$ cat config.mk
export PLATFORM = sky130hd
export DESIGN_NAME = ex_alu_core
export DESIGN_NICKNAME = d
export VERILOG_FILES = /design/src/rtl/ex_alu_core.sv
export SDC_FILE = /design/constraint.sdc
export NUM_CORES = 1
export LEC_CHECK = 0
export BUFFER_PORTS_ARGS = -buffer_cell sky130_fd_sc_hd__buf_2
export CAP_MARGIN = 15
export CORE_ASPECT_RATIO = 1.75
export CORE_MARGIN = 5
export CORE_UTILIZATION = 40
export DETAILED_ROUTE_END_ITERATION = 6
export GPL_TIMING_DRIVEN = 0
export PLACE_DENSITY = 0.65
export SLEW_MARGIN = 5
export SYNTH_ARGS = -nofsm -noshare
export SYNTH_HDL_FRONTEND = slang
export SYNTH_SLANG_ARGS = --single-unit
$ cat constraint.sdc
create_clock -name clk -period 1.15 [get_ports clk]
set_input_delay 0.1725 -clock clk [delete_from_list [all_inputs] [get_ports clk]]
set_output_delay 0.1725 -clock clk [all_outputs]
set_load 0.02 [all_outputs]
$ cat src/rtl/ex_alu_core.sv
// Execute-stage ALU: scalar RV32 integer ops, branch/jump resolution and an
// optional 4x4 signed int8 vector-matrix unit (MATRIX_MUL_EN); one-cycle latency.
module ex_alu_core (
  input  logic         clk,
  input  logic         rst,
  input  logic         in_valid,
  input  logic [2:0]   alu_op,
  input  logic [2:0]   func3,
  input  logic         func7,
  input  logic [31:0]  op_A,
  input  logic [31:0]  op_B,
  input  logic [127:0] M,
  output logic         out_valid,
  output logic [31:0]  alu_o,
  output logic         br_mark,
  output logic [127:0] mat_o
);

  typedef enum logic [2:0] {
    OP_ADD    = 3'b000,
    OP_BRANCH = 3'b001,
    OP_RTYPE  = 3'b010,
    OP_ITYPE  = 3'b011,
    OP_JUMP   = 3'b100,
    OP_MATRIX = 3'b101
  } alu_op_e;

  typedef enum logic [3:0] {
    CTRL_ADD  = 4'd0,
    CTRL_SUB  = 4'd1,
    CTRL_SLL  = 4'd2,
    CTRL_SLT  = 4'd3,
    CTRL_SLTU = 4'd4,
    CTRL_XOR  = 4'd5,
    CTRL_SRL  = 4'd6,
    CTRL_SRA  = 4'd7,
    CTRL_OR   = 4'd8,
    CTRL_AND  = 4'd9
  } alu_ctrl_e;

  alu_ctrl_e   alu_ctrl;
  logic [31:0] sum;
  logic [31:0] diff;
  logic [4:0]  shamt;
  logic        eq;
  logic        lt_s;
  logic        lt_u;
  logic [31:0] alu_res;
  logic [31:0] alu_nxt;
  logic        br_nxt;

  // Control decode; I-type ignores func7 for func3 000 because that bit is immediate data.
  always_comb begin
    // NOTE: every combinational output gets a default first so no path infers a latch.
    alu_ctrl = CTRL_ADD;
    case (alu_op)
      OP_BRANCH: alu_ctrl = CTRL_SUB;
      OP_RTYPE, OP_ITYPE: begin
        case (func3)
          3'b000:  alu_ctrl = (func7 && alu_op == OP_RTYPE) ? CTRL_SUB : CTRL_ADD;
          3'b001:  alu_ctrl = CTRL_SLL;
          3'b010:  alu_ctrl = CTRL_SLT;
          3'b011:  alu_ctrl = CTRL_SLTU;
          3'b100:  alu_ctrl = CTRL_XOR;
          3'b101:  alu_ctrl = func7 ? CTRL_SRA : CTRL_SRL;
          3'b110:  alu_ctrl = CTRL_OR;
          default: alu_ctrl = CTRL_AND;
        endcase
      end
      default: alu_ctrl = CTRL_ADD;
    endcase
  end

  assign sum   = op_A + op_B;
  assign diff  = op_A - op_B;
  assign shamt = op_B[4:0];
  assign eq    = (op_A == op_B);
  assign lt_s  = ($signed(op_A) < $signed(op_B));
  assign lt_u  = (op_A < op_B);

  always_comb begin
    alu_res = sum;
    case (alu_ctrl)
      CTRL_ADD:  alu_res = sum;
      CTRL_SUB:  alu_res = diff;
      CTRL_SLL:  alu_res = op_A << shamt;
      CTRL_SLT:  alu_res = {31'd0, lt_s};
      CTRL_SLTU: alu_res = {31'd0, lt_u};
      CTRL_XOR:  alu_res = op_A ^ op_B;
      CTRL_SRL:  alu_res = op_A >> shamt;
      CTRL_SRA:  alu_res = $unsigned($signed(op_A) >>> shamt);
      CTRL_OR:   alu_res = op_A | op_B;
      CTRL_AND:  alu_res = op_A & op_B;
      default:   alu_res = sum;
    endcase
  end

  always_comb begin
    br_nxt = 1'b0;
    if (alu_op == OP_BRANCH) begin
      case (func3)
        3'b000:  br_nxt = eq;
        3'b001:  br_nxt = !eq;
        3'b100:  br_nxt = lt_s;
        3'b101:  br_nxt = !lt_s;
        3'b110:  br_nxt = lt_u;
        3'b111:  br_nxt = !lt_u;
        default: br_nxt = 1'b0;
      endcase
    end else if (alu_op == OP_JUMP) begin
      br_nxt = 1'b1;
    end
  end

`ifdef MATRIX_MUL_EN
  logic [127:0] mat_nxt;

  // One output lane: dot product of the a-vector with column j of M, sign-extended.
  function automatic logic [31:0] mac_lane(input logic [31:0] a, input logic [127:0] m,
                                           input int j);
    logic [31:0]        acc;
    logic signed [7:0]  ea;
    logic signed [7:0]  eb;
    logic signed [15:0] p;
    acc = '0;
    for (int i = 0; i < 4; i++) begin
      ea  = a[8*i +: 8];
      eb  = m[32*i + 8*j +: 8];
      p   = 16'(ea) * 16'(eb);
      acc = acc + {{16{p[15]}}, p};
    end
    return acc;
  endfunction

  always_comb begin
    mat_nxt = '0;
    if (alu_op == OP_MATRIX && func3[2:1] == 2'b00) begin
      for (int j = 0; j < 4; j++) begin
        mat_nxt[32*j +: 32] = mac_lane(op_A, M, j) + (func3[0] ? op_B : 32'd0);
      end
    end
  end

  assign alu_nxt = (alu_op == OP_MATRIX) ? mat_nxt[31:0] : alu_res;

  always_ff @(posedge clk or posedge rst) begin
    if (rst) begin
      mat_o <= '0;
    end else if (in_valid) begin
      mat_o <= mat_nxt;
    end
  end
`else
  // Without the matrix unit, class 101 simply falls through to ADD and M is ignored.
  logic unused_m;
  assign unused_m = ^M;
  assign alu_nxt  = alu_res;
  assign mat_o    = '0;
`endif

  // Results hold across idle cycles; only out_valid tracks in_valid every edge.
  always_ff @(posedge clk or posedge rst) begin
    if (rst) begin
      out_valid <= 1'b0;
      alu_o     <= '0;
      br_mark   <= 1'b0;
    end else begin
      // NOTE: registered state uses non-blocking assignments so all flops update together.
      out_valid <= in_valid;
      if (in_valid) begin
        alu_o   <= alu_nxt;
        br_mark <= br_nxt;
      end
    end
  end

endmodule

* Word-level counts from Yosys, hierarchy flattened
Index checks and enable logic that the tools add are counted.
** Storage, ports and cells
- Bits in registers :: 34
- Input port bits :: 202
- Output and inout port bits :: 162
- Word-level logic and storage cells :: 48
** Operators by class
- $add $sub $neg :: 2
- Magnitude comparators :: 2
- Equality and inequality tests :: 21
- Shift operators :: 3
- Mux-type cells :: 8
- Bitwise logic cells :: 3
- Reduce and logical (&&, ||, !) cells :: 6
** Operators with widths (number)
- 32-bit case mux with 9 select lines :: 1
- 32-bit less-than comparator :: 2
- 32-bit adder :: 1
- 32-bit bitwise AND :: 1
- 32-bit == test :: 1
- 32-bit bitwise OR :: 1
- 32-bit by 5-bit left shift with 32-bit output :: 1
- 32-bit by 5-bit >> shifter with 32-bit output :: 1
- 32-bit by 5-bit >>> shifter with 32-bit output :: 1
- 32-bit subtractor :: 1
- 32-bit XOR :: 1
- 4-bit case mux with 7 select lines :: 1
- 4-bit by 3-bit == test with 1-bit output, second input constant :: 4
- 3-bit == test, second input constant :: 5
- 3-bit by 2-bit == test with 1-bit output, second input constant :: 4
- 4-bit by 2-bit == test with 1-bit output, second input constant :: 2
- 4-bit == test, second input constant :: 2
- 4-bit case mux with 2 select lines :: 1
- 3-bit by 1-bit == test with 1-bit output, second input constant :: 2
- 1-bit case mux with 6 select lines :: 1
- 4-bit by 1-bit == test with 1-bit output, second input constant :: 1
- 1-bit two-way mux :: 4
- 1-bit zero test :: 3
- 3-bit zero test :: 1
- 2 further kinds :: 2

* Logic depth before layout (Yosys ltp)
- Depth in word-level cells :: 7
- Mapped depth :: 16
- Depth with buffers taken out :: 12

* Worst setup path after synthesis
OpenSTA, ideal clock, no wires.
- Path type :: input to register
- From :: input port op_B[2]
- To :: register alu_o[28]
- Library setup time :: 0.094 ns
- Arrival time :: 3.832 ns
- Required time :: 1.056 ns
- Slack :: -2.776 ns
- Stages :: 16
- Path buffers :: 5
- Path through :: clkbuf_1 -> inv_1 -> buf_2 -> clkbuf_1 -> buf_1 -> ha_1 -> buf_2 -> o21bai_1 -> a221oi_1 -> o21bai_1 -> a2111oi_2 -> a211oi_2 -> or4_1 -> a21oi_1 -> nor4_1 -> a211oi_1
** On the way
- Word-level cells in the longest chain between the ends :: 2
- Elaborated cells on any way between the ends :: 6
- Those cells by class :: add/sub (2); shift (3); mux (1)
** Ends and longest elaborated chain
- from (decl) :: line 11 : input logic [31:0] op_B,
- 32-bit adder, or another cell as far along :: line 74 : assign sum = op_A + op_B;
- 32-bit case mux with 9 select lines (*) :: line 83 : case (alu_ctrl)
- to (signal assigned) :: line 171 : alu_o <= alu_nxt;
- to (decl) :: line 14 : output logic [31:0] alu_o,
Mark *: on every way between the ends. The rest lies on a longest branch, timed or not.
A chain may end at the register's enable or synchronous reset.

* Worst setup path after layout
- From :: input port op_B[2]
- To :: register alu_o[0]
** On the way
- Word-level cells in the longest chain between the ends :: 2
- Elaborated cells on any way between the ends :: 6
- Those cells by class :: order compare (2); shift (3); mux (1)
** Ends and longest elaborated chain
- 32-bit less-than comparator, or another cell as far along :: line 79 : assign lt_u = (op_A < op_B);
- 32-bit case mux with 9 select lines (*) :: line 83
Marked as above.

==> impl_results.rst <==
.. list-table::
   :header-rows: 1

   * - Metric
     - Value
   * - Setup slack at placement
     - -3.48 ns
   * - Pwr dens
     - 763 mW/mm2
   * - Largest fanout of any net on the critical path
     - 4
   * - Setup violations, final
     - 33
   * - Fin cells
     - 2,228
   * - Number of cells in the design after placement
     - 2,135
   * - Per-cell routed wire length
     - 31.3 um
   * - Endpoint type of the worst setup path
     - flip-flop
   * - Syn Std Cell Area
     - 0.0112 mm2
   * - Final count of hold timing violations
     - 0
   * - Maximum ir drop on the vdd rail
     - 0.660 mV
   * - CTS Buf Count
     - 5
   * - Number of port buffers
     - 105
   * - Num rows
     - 81
   * - Number of antenna violations at the first check in global routing
     - 1
   * - Setup repair after global routing missed its margin
     - true
   * - Max-slew violation count
     - 0
   * - Power share of the combinational group
     - 75.1%
   * - Die Wd
     - 136 um
   * - Crit path arrival time
     - 3.27 ns
   * - Clk pwr share
     - 12.0%
   * - Number of cells produced by synthesis
     - 1,528
   * - Ys async rst share
     - 100%
   * - Post-synth top flop
     - sky130_fd_sc_hd__dfrtp_1
   * - TritonCTS clock tree
     - built
   * - Overflow left after global routing
     - 0
   * - Total Routing Usage GR
     - 42.5%
   * - First-pass iteration count of the detailed router
     - 7
   * - Leakage power figure
     - 6.92 nW
   * - Buffer cell driving the clock tree root
     - sky130_fd_sc_hd__clkbuf_16
   * - Pin count of the biggest net entering global routing
     - 27
   * - Net count, final
     - 2,156
   * - Smallest setup slack after layout
     - -1.89 ns
   * - Number of DRC violations after detailed routing
     - 0
   * - Result of the run
     - finished with violations
   * - Max Cap Violations
     - 0
   * - Synth Warn #
     - 0
   * - Cell area reported after detailed placement
     - 0.0130 mm2
   * - Final setup skew
     - 0 ns
   * - Count of flip-flops with a built-in enable after synthesis
     - 0
   * - Class of the most critical setup path
     - primary input to flip-flop
   * - Initial standard-cell utilization of the core
     - 40.3%
   * - Area of all placed cells without fillers
     - 0.0158 mm2
   * - Register clock-pin slew on the reported worst setup and hold paths
     - 0.06 ns
   * - Vias in the first global route
     - 14,000
   * - Remaining number of nets flagged by the antenna check after routing
     - 0
   * - Total Wirelength
     - 69.8 mm
   * - Routed via count
     - 14,400
   * - Ratio of final minimum period to clock period
     - 265%
   * - Net switching share of the total power
     - 53.1%
   * - Routability Congestion
     - 1.12
   * - Startpoint class of the critical path
     - primary input
   * - Worst Hold Class
     - primary input to async pin
   * - Final hold slack
     - 0.330 ns
   * - Met2 demand-to-capacity share in global routing
     - 70.0%
   * - Power Internal
     - 5.65 mW
   * - Relative contribution of sequential cells to total power
     - 12.9%
   * - Number of different library cells in the post-synthesis netlist
     - 82
   * - Share of post-route cells with drive strength above 1
     - 37.5%
   * - Height of the die
     - 231 um
   * - Layer with the highest usage after global routing
     - met2
   * - Final period demand of the worst path
     - 3.04 ns
   * - Met3 layer usage reported by global route
     - 9.58%
   * - Largest buffer count on any clock path
     - 2
   * - Area of the die
     - 0.0316 mm2
   * - Layout-stage area growth over the synthesis result
     - 40.8%
   * - Endpoint required time on the critical path
     - 1.38 ns
   * - # H-tree levels
     - 2
   * - Post-DP HPWL
     - 53.5 mm
   * - Max Freq
     - 328 MHz
   * - Slew of the pin with the lowest slew margin
     - 1.20 ns
   * - Met1 global-route usage
     - 42.4%
   * - Start point of the critical path
     - op_B[2]
   * - Clock latency reported for the late side of the worst-skew pair
     - 0.30 ns
   * - Launch point of the worst reg-to-reg path
     - br_mark
   * - Number of synthesized register bits
     - 34
   * - Final antenna diode count
     - 0
   * - Area of the core
     - 0.0278 mm2
   * - Failing checks
     - negative setup slack
   * - Sequential-to-total area share from yosys stat
     - 7.60%
   * - Max-Slew Margin vs Limit
     - 20.0%
   * - Wire length of the first global-routing pass
     - 95.6 mm
   * - Post-synthesis area per instance
     - 7.33 um2
   * - Clock sink total
     - 34
   * - NetSw
     - 6.39 mW
   * - Number of DRC markers in iteration 0
     - 1,780
   * - Vias per std cell
     - 6.46
   * - I/O Pins
     - 364
area by class of cell:
cell class	count	area [um2]
buffer	225	1810
clock buffer	7	133
fill	2721	12000
inverter	109	479
multi-input combinational	1277	10500
sequential	34	851
tap	373	467
timing repair buffer	203	1550
Yosys cell counts, drive strengths merged (34+ instances only):
master / count / share of area, %
mux2i: 41 / 3.7
o21ai: 98 / 4.4
nor3: 47 / 2.1
dfrtp: 34 / 7.6
ha: 97 / 11
a21oi: 132 / 5.9
clkbuf: 79 / 2.6
nand2: 74 / 2.5
buf: 156 / 9.9
nor2: 209 / 7.0
inv: 107 / 3.6
mux4: 65 / 13
cell usage in the layout (no fill, tap or decap), types with 23 or more instances in the layout:
cell	instances
sky130_fd_sc_hd__a21oi_1	111
sky130_fd_sc_hd__a22oi_1	24
sky130_fd_sc_hd__buf_12	23
sky130_fd_sc_hd__buf_2	89
sky130_fd_sc_hd__buf_4	208
sky130_fd_sc_hd__buf_6	25
sky130_fd_sc_hd__clkbuf_1	28
sky130_fd_sc_hd__clkbuf_2	30
sky130_fd_sc_hd__conb_1	128
sky130_fd_sc_hd__dfrtp_1	34
sky130_fd_sc_hd__ha_1	82
sky130_fd_sc_hd__inv_1	90
sky130_fd_sc_hd__mux2i_1	30
sky130_fd_sc_hd__mux4_2	65
sky130_fd_sc_hd__nand2_1	68
sky130_fd_sc_hd__nor2_1	190
sky130_fd_sc_hd__nor3_1	36
sky130_fd_sc_hd__o21ai_0	61
logic make-up (layout without fill, tap and decap cells):
group	Yosys count	after routing	synth area share, %
muxes	114	114	17.5
other	1	128	0.0335
AOI/OAI and AO/OA	477	477	28.0
adders and majority gates	99	99	11.2
DFF	34	34	7.60
buffers and inverters	344	544	16.2
and+or+nand+nor	433	433	17.4
xor gates and xnor gates	26	26	2.03
sequential cells by signal (all words and copies together) (netlist names):
signal,count
alu_o,32
br_mark,1
out_valid,1
power groups by stage:
stage | Combinational [mW] | Clock, mW | Sequential (mW)
2_1_floorplan | 4.41 | 0 | 1.85
3_3_place_gp | 7.08 | 0 | 1.56
3_5_place_dp | 7.08 | 0 | 1.57
4_1_cts | 8.19 | 1.47 | 1.55
5_1_grt | 9.33 | 1.48 | 1.58
6_report | 9.04 | 1.44 | 1.55
routing by layer:
layer | vias to the layer above | share of wire (%)
li1 | 5993 | -
met4 | 0 | 13
met3 | 425 | 9.7
met5 | - | 0
met1 | 6746 | 31
met2 | 1229 | 46
through the flow:
step                      util [%]  TNS, ns  power (mW)
after global routing          56.8   -54.64        12.4
final                         56.8   -53.39        12.0
after CTS                     54.1   -51.40        11.2
after detailed placement      47.0   -93.67        8.65
after floorplan                  -   -49.71        6.26
after global placement        46.9  -112.36        8.65
worst max-delay path: stages:
cell and delay (ns):
sky130_fd_sc_hd__buf_8 0.07, sky130_fd_sc_hd__clkbuf_16 0.13, sky130_fd_sc_hd__inv_12 0.03, sky130_fd_sc_hd__buf_12 0.11, sky130_fd_sc_hd__clkbuf_16 0.13, sky130_fd_sc_hd__buf_12 0.13
sky130_fd_sc_hd__ha_4 0.30, sky130_fd_sc_hd__o21bai_4 0.07, sky130_fd_sc_hd__a221oi_4 0.32, sky130_fd_sc_hd__o21bai_4 0.12, sky130_fd_sc_hd__a2111oi_4 0.48, sky130_fd_sc_hd__a211oi_4 0.16
sky130_fd_sc_hd__o21bai_1 0.19, sky130_fd_sc_hd__a31oi_2 0.13, sky130_fd_sc_hd__or4b_4 0.53, sky130_fd_sc_hd__a21oi_2 0.17
worst paths after layout:
| path | endpoint | slack [ns] | depth (start not counted) |
|---|---|---|---|
| min reg2reg | alu_o[18] | 0.48 | 1 |
| max | alu_o[0] | -1.89 | 16 |
| min in group clk | alu_o[27] | 0.41 | 4 |
| min | alu_o[2] | 0.33 | 3 |
| max reg2reg | br_mark | 0.09 | 3 |
| max in group asynchronous | alu_o[8] | 0.36 | 4 |
timing repair:
action,CTS,global route
setup buffers,69,32
endpoints found under the setup margin,33,33
gates resized for setup,303,141
endpoints found under the hold margin,9,0
hold buffers,2,0
pin swaps,106,94
(Power assumes the default switching activity.)
